--- src/rtl/mover_izquierda_serial_pkg.sv ---
// Shared ALU constants and the serial left shifter state type.
// Holds the width defaults and the IDLE/SHIFT/DONE encoding.
package alu_pkg;

    localparam int ALU_WIDTH = 10;
    localparam int ALU_SHW   = 4;

    typedef enum logic [1:0] {
        IDLE  = 2'd0,
        SHIFT = 2'd1,
        DONE  = 2'd2
    } shift_state_t;

endpackage

--- src/rtl/mover_izquierda_serial.sv ---
// Multi-cycle logical left shifter: one bit position per clock.
// Ports: clk, rst_n, start, SUM_REST (operand), shiftL (amount),
//        IZQUIERDA (result), ACARREO (last bit out), busy, done.
module mover_izquierda_serial
    import alu_pkg::*;
#(
    parameter int WIDTH = ALU_WIDTH,
    parameter int SHW   = ALU_SHW
) (
    input  logic             clk,
    input  logic             rst_n,
    input  logic             start,
    input  logic [WIDTH-1:0] SUM_REST,
    input  logic [SHW-1:0]   shiftL,
    output logic [WIDTH-1:0] IZQUIERDA,
    output logic             ACARREO,
    output logic             busy,
    output logic             done
);

    shift_state_t     r_state;
    logic [WIDTH-1:0] r_sh;
    logic [SHW-1:0]   r_cnt;
    logic             r_cout;
    logic [WIDTH-1:0] r_izq;
    logic             r_acarreo;

    always_ff @(posedge clk or negedge rst_n) begin
        if (!rst_n) begin
            r_state   <= IDLE;
            r_sh      <= '0;
            r_cnt     <= '0;
            r_cout    <= 1'b0;
            r_izq     <= '0;
            r_acarreo <= 1'b0;
        end else begin
            case (r_state)
                IDLE: begin
                    if (start) begin
                        r_sh    <= SUM_REST;
                        r_cnt   <= shiftL;
                        r_cout  <= 1'b0;
                        r_state <= SHIFT;
                    end
                end
                SHIFT: begin
                    if (r_cnt != '0) begin
                        // amounts >= WIDTH keep shifting zeros in;
                        // carry then tracks whatever leaves last
                        r_sh   <= {r_sh[WIDTH-2:0], 1'b0};
                        r_cout <= r_sh[WIDTH-1];
                        r_cnt  <= r_cnt - SHW'(1);
                    end else begin
                        r_izq     <= r_sh;
                        r_acarreo <= r_cout;
                        r_state   <= DONE;
                    end
                end
                DONE: begin
                    r_state <= IDLE;
                end
                default: begin
                    r_state <= IDLE;
                end
            endcase
        end
    end

    assign IZQUIERDA = r_izq;
    assign ACARREO   = r_acarreo;
    assign busy      = (r_state != IDLE);
    assign done      = (r_state == DONE);

endmodule

--- config.mk ---
export PLATFORM = sky130hd
export DESIGN_NAME = mover_izquierda_serial
export DESIGN_NICKNAME = d
export VERILOG_FILES = /design/src/rtl/mover_izquierda_serial_pkg.sv /design/src/rtl/mover_izquierda_serial.sv
export SDC_FILE = /design/constraint.sdc
export NUM_CORES = 1
export LEC_CHECK = 0
export ABC_CLOCK_PERIOD_IN_PS = 2200
export CAP_MARGIN = 40
export CELL_PAD_IN_SITES_DETAIL_PLACEMENT = 1
export CELL_PAD_IN_SITES_GLOBAL_PLACEMENT = 1
export CORE_MARGIN = 4
export CORE_UTILIZATION = 39
export DETAILED_ROUTE_END_ITERATION = 7
export HOLD_SLACK_MARGIN = 0.08
export PLACE_DENSITY = 0.87
export SLEW_MARGIN = 40
export SYNTH_ARGS = -nofsm -noshare
export SYNTH_HDL_FRONTEND = slang
export SYNTH_SLANG_ARGS = --single-unit
--- constraint.sdc ---
create_clock -name clk -period 2.2 [get_ports clk]
set_input_delay 0.44 -clock clk [delete_from_list [all_inputs] [get_ports clk]]
set_output_delay 0.44 -clock clk [all_outputs]
set_load 0.1 [all_outputs]
==> results of run 1 <==
==> cell usage after synthesis <==
cell	n	share of area
mux2i_1	2	0.015
and4bb_4	1	0.012
dfrtp_1	28	0.52
clkbuf_2	1	0.0037
or3_1	1	0.0047
o22ai_1	2	0.0094
nand4_1	2	0.0094
nor2b_4	1	0.010
ha_1	1	0.0094
nor3_4	1	0.012
o211ai_1	1	0.0056
nor2_1	3	0.0084
nand3_1	1	0.0037
a2111oi_0	2	0.013
nand4b_1	1	0.0066
mux2_4	3	0.034
or4b_2	1	0.0075
o21ai_0	2	0.0075
or4bb_1	1	0.0084
inv_1	8	0.022
nand3b_1	1	0.0056
mux2_2	26	0.22
or2_2	1	0.0047
buf_2	2	0.0075
a2bb2oi_1	2	0.013
buf_6	1	0.0084
buf_8	1	0.011
nand2_1	1	0.0028
==> cells by family after synthesis <==
logic type	share of synthesized area
AOI/OAI and AO/OA	0.0487
adders and majority gates	0.00936
buffers and inverters	0.0534
DFF	0.524
muxes	0.268
and+or+nand+nor	0.0964
==> metrics by stage <==
step	area [um^2]	setup slack (ns)	hold WS, ns	std cells
final	1700	0.350	0.487	174
after detailed placement	1670	0.323	0.495	171
after global routing	1700	0.234	0.486	174
after global placement	1670	0.360	0.488	171
after floorplan	1340	0.358	0.144	98
after CTS	1700	0.326	0.490	174
==> layout by cell type, fill, tap and decap left out, drive strengths merged <==
cell type | netlist | layout
nor3 | 1 | 1
a2111oi | 2 | 2
inv | 8 | 8
o21ai | 2 | 2
or4bb | 1 | 1
buf | 4 | 18
or3 | 1 | 1
nand3b | 1 | 1
mux2i | 2 | 2
ha | 1 | 1
nand4b | 1 | 1
clkbuf | 1 | 3
nand3 | 1 | 1
o211ai | 1 | 1
and4bb | 1 | 1
nand2 | 1 | 1
nor2 | 3 | 3
a2bb2oi | 2 | 2
dfrtp | 28 | 28
o22ai | 2 | 2
or2 | 1 | 1
nor2b | 1 | 1
mux2 | 29 | 29
nand4 | 2 | 2
or4b | 1 | 1
clkdlybuf4s50 | 0 | 16
==> sequential cells by signal, summed over array words and instances, names as in the netlist <==
| name | flops |
|---|---|
| IZQUIERDA | 10 |
| r_cnt | 4 |
| r_state | 2 |
| ACARREO | 1 |
| r_sh | 10 |
| r_cout | 1 |
==> layout make-up <==
type,count,area [um^2]
sequential,28,701
fill,355,1460
multi-input combinational,57,567
timing repair buffer,34,320
tap,44,55.1
inverter,8,30.0
clock buffer,3,22.5
==> routing by layer <==
layer	vias to the layer above	routed length, um
li1	415	-
met1	450	1230
met2	24	1510
met3	2	158
met4	0	7
met5	-	0
==> worst paths after layout <==
check / from / endpoint / slack [ns] / cells past startpoint
hold reg to reg: IZQUIERDA[0] / IZQUIERDA[0] / 0.52 / 1
max in group asynchronous: rst_n / IZQUIERDA[6] / 1.45 / 2
setup reg to reg: r_cnt[0] / r_sh[9] / 0.36 / 6
hold / removal: rst_n / r_cnt[0] / 0.49 / 2
setup / recovery: r_state[1] / busy / 0.35 / 2
min in group clk: IZQUIERDA[0] / IZQUIERDA[0] / 0.52 / 1
==> results.json, run 1 <==
{
  "status": "finished, final reports clean",
  "netlist_area_um2": 1340,
  "path_class": "reg2out",
  "hold_path_class": "in2async",
  "crit_arrival_ns": 1.41,
  "numClockSinks": 28,
  "synth_warnings": 0,
  "gp_congestion": 0.788,
  "clock_latency_ns": 0.32,
  "nets": 150,
  "area_growth_pct": 26.9,
  "grt_pass1_vias": 1001,
  "cts_hold_buf": 0,
  "met2_usage": 0.253,
  "antenna_cells": 0,
  "rsz0062_at_grt": "no",
  "routed_wl_um": 2910,
  "worst-path-buf-inv": 1,
  "drt-vias-per-instance": 5.12,
  "gr-usage-all-layers": 0.144,
  "drv_slew": 0,
  "drtAntennaViolNets": 0,
  "die_h_um": 66.5,
  "crit_path_max_fanout": 9,
  "critical-path-top-delay-family": "flip-flops",
  "critPathRequiredTime_ns": 1.76,
  "fin_tns_setup_ns": 0,
  "clock.fmax_mhz": 541,
  "maxSlewHeadroom": 0.711,
  "coreArea_um2": 3150,
  "vias": 891,
  "ys_seq_elements": 28,
  "drt-initial-drc-count": 11,
  "grt_antenna_before_repair": 0,
  "syn_nets": 116,
  "grt_pass1_wl_um": 4820,
  "numCtsBuffers": 3,
  "initial_core_util": 0.424,
  "fp.dieArea_um2": 4430,
  "setup_violations": 0,
  "fin_util": 0.538,
  "cp_slowest_cell": "dfrtp_1",
  "fin_crit_sh": 0.841,
  "grt_use_met1": 0.177,
  "ys_types": 28,
  "post-cts-setup-buffer-count": 0,
  "fin_worst_skew_ns": 0.00598,
  "hold_viol_final": 0,
  "drive_gt1_frac": 0.431,
  "crit_path_cell_trace": "or2_2 > buf_12",
  "crit_path_start_kind": "register",
  "die_w_um": 66.5,
  "cts_tree": "yes",
  "route.detailed.drc": 0,
  "clockBufferDepth": 2,
  "grt_max_degree": 29,
  "cap_violations": 0,
  "core.rowCount": 20,
  "io_pins": 30,
  "grt_overflow": 0,
  "end_kind": "primary output",
  "portBuffers": 29,
  "synthCells": 98,
  "worst_pin_slew_ns": 0.423,
  "busiest_layer": "met2",
  "cts.reportedPaths.clkPinSlew_ns": 0.14,
  "cts-resized-gates": 0,
  "ys_seq_area_frac": 0.524,
  "synth.avg_cell_area_um2": 13.6,
  "met3_usage": 0.0304,
  "cp_slowest_stage_delay_ns": 0.53,
  "drtPass1Iterations": 4,
  "wl_per_cell_um": 16.7,
  "place_hpwl_um": 2200,
  "min_period_ns": 1.85,
  "h-tree-depth": 1,
  "cts_root_buffer": "clkbuf_4"
}
Power of run 1 is left out: the tool's default activity adds up to more than one toggle a clock period on the data nets, which glitch-free logic cannot reach.
==> inputs of run 2 (changes only) <==
--- a/config.mk
+++ b/config.mk
@@ -5,7 +5,7 @@
 export SDC_FILE = /design/constraint.sdc
 export NUM_CORES = 1
 export LEC_CHECK = 0
-export ABC_CLOCK_PERIOD_IN_PS = 2200
+export ABC_CLOCK_PERIOD_IN_PS = 1800
 export CAP_MARGIN = 40
 export CELL_PAD_IN_SITES_DETAIL_PLACEMENT = 1
 export CELL_PAD_IN_SITES_GLOBAL_PLACEMENT = 1
==> constraint.sdc (replaced) <==
create_clock -name clk -period 1.8 [get_ports clk]
set_input_delay 0.36 -clock clk [delete_from_list [all_inputs] [get_ports clk]]
set_output_delay 0.36 -clock clk [all_outputs]
set_load 0.1 [all_outputs]
==> run 2 against run 1 <==
Net effect:
- non-clock buffer count up 5
- largest cell class unchanged
- critical path depth increased by 2
- wire length rose by 12%
- register-to-register slack got worse by 0.27 ns
- sequential cell count is the same
- cell area up 12%
==> results.json, run 2 (synthesis results as in run 1) <==
{
  "clockBufferDepth": 2,
  "h-tree-depth": 1,
  "rsz0062_at_grt": "no",
  "clock.fmax_mhz": 586,
  "fp.dieArea_um2": 4430,
  "drive_gt1_frac": 0.478,
  "grt_max_degree": 29,
  "die_w_um": 66.5,
  "grt_pass1_wl_um": 5460,
  "p_int_mw": 2.12,
  "portBuffers": 29,
  "io_pins": 30,
  "crit_start": "r_state[0]",
  "cts_hold_buf": 0,
  "irDropWorstVdd_mv": 1.04,
  "fin_crit_sh": 0.948,
  "power.density_nw_per_um2": 2050,
  "fin_worst_skew_ns": 0.00596,
  "grt_overflow": 0,
  "nFillCells": 323,
  "drt-initial-drc-count": 38,
  "cts_root_buffer": "clkbuf_4",
  "p_seq_frac": 0.300,
  "maxSlewHeadroom": 0.711,
  "pwr-share-clk": 0.077,
  "grt_antenna_before_repair": 0,
  "setup_violations": 0,
  "core.rowCount": 20,
  "rr_endpoint": "r_sh[4]",
  "rrSetupSlack_ns": 0.09,
  "drtPass1Iterations": 3,
  "power.switching_mw": 1.77,
  "critPathRequiredTime_ns": 2.01,
  "worst_pin_slew_ns": 0.433,
  "nets": 155,
  "drtAntennaViolNets": 0,
  "hold_path_class": "in2async",
  "combinationalPowerShare": 0.623,
  "mostFrequentLayoutCells": "dfrtp_1 (26), mux2_2 (26), clkdlybuf4s50_1 (16)",
  "instances_no_fill": 180,
  "p_leak_nw": 0.874,
  "clock_latency_ns": 0.32,
  "area_growth_pct": 41.9,
  "fin_tns_setup_ns": 0,
  "initial_core_util": 0.424,
  "cts_tree": "yes",
  "reg2reg_from": "r_state[0]",
  "r2r_cells": 4,
  "hold_viol_final": 0,
  "gr-usage-all-layers": 0.161,
  "min_period_ns": 1.71,
  "grt_pass1_vias": 1106,
  "drv_slew": 0,
  "crit_path_start_kind": "register",
  "vias": 927,
  "coreArea_um2": 3150,
  "wl_per_cell_um": 18.1,
  "routed_wl_um": 3260,
  "path_class": "reg2reg",
  "drt-vias-per-instance": 5.15,
  "route.detailed.drc": 0,
  "die_h_um": 66.5,
  "cap_violations": 0,
  "place_hpwl_um": 2390,
  "status": "finished, final reports clean",
  "end_kind": "register",
  "dp_cells": 173,
  "antenna_cells": 0,
  "gp_congestion": 0.837,
  "numClockSinks": 28,
  "crit_arrival_ns": 1.92,
  "crit_path_max_fanout": 13,
  "cts.reportedPaths.clkPinSlew_ns": 0.14,
  "numCtsBuffers": 3,
  "p_sw_frac": 0.455
}
[run 2: cell types whose count changed in the layout (fill, tap and decap cells not counted), sizes merged]
cell	delta
clkbuf	+1
buf	+5
[run 2: stage by stage]
stage / setup slack, ns / cell area (um^2) / power (mW) / util / hold WS [ns]
floorplan: 0.0378 / 1340 / 2.70 / - / 0.0644
global placement: 0.0614 / 1830 / 3.43 / 0.579 / 0.503
detailed placement: 0.00498 / 1830 / 3.55 / 0.579 / 0.521
CTS: 0.00905 / 1880 / 3.87 / 0.597 / 0.406
global route: 0.0161 / 1900 / 4.09 / 0.602 / 0.408
finish: 0.0937 / 1900 / 3.89 / 0.602 / 0.404
[run 2: worst max path at each step]
stage	depth (start not counted)	slack [ns]	to
2_1_floorplan	3	0.04	done
4_1_cts	6	0.009	r_sh[4]
6_report	4	0.09	r_sh[4]
3_3_place_gp	5	0.06	r_sh[7]
5_1_grt	4	0.02	r_sh[4]
3_5_place_dp	5	0.005	r_sh[4]
[run 2: power by group through the flow]
stage | clock network [mW] | registers, mW | logic, mW
finish | 0.299 | 1.17 | 2.42
global placement | 0 | 1.16 | 2.28
detailed placement | 0 | 1.19 | 2.36
CTS | 0.307 | 1.17 | 2.40
global route | 0.346 | 1.21 | 2.53
floorplan | 0 | 1.81 | 0.896
[run 2: area by class of cell]
type / instances / area [um^2] / area share
inverter: 8 / 30.0 / 0.0158
multi-input combinational: 57 / 573 / 0.302
timing repair buffer: 39 / 499 / 0.263
tap: 44 / 55.1 / 0.0290
clock buffer: 4 / 36.3 / 0.0191
sequential: 28 / 703 / 0.371
[run 2: worst max-delay path: stages (launching register included)]
cell and delay (ns):
dfrtp_2 0.41, buf_4 0.13, nor2b_4 0.38, mux2_2 0.39, mux2_2 0.28
[run 2: what timing repair did]
item	in CTS	in global routing
endpoints found under the setup margin	3	8
buffers inserted	2	1
pin swaps	0	1
resized for setup	3	3
gates cloned	0	0
[run 2: metal layers]
layer | vias to the layer above | global-route usage | part of all wire
met5 | - | 0 | 0
met3 | 2 | 0.0337 | 0.044
met1 | 472 | 0.187 | 0.40
met2 | 26 | 0.299 | 0.55
met4 | 0 | 0.0355 | 0.0086
li1 | 427 | - | -
(Power assumes the default switching activity.)
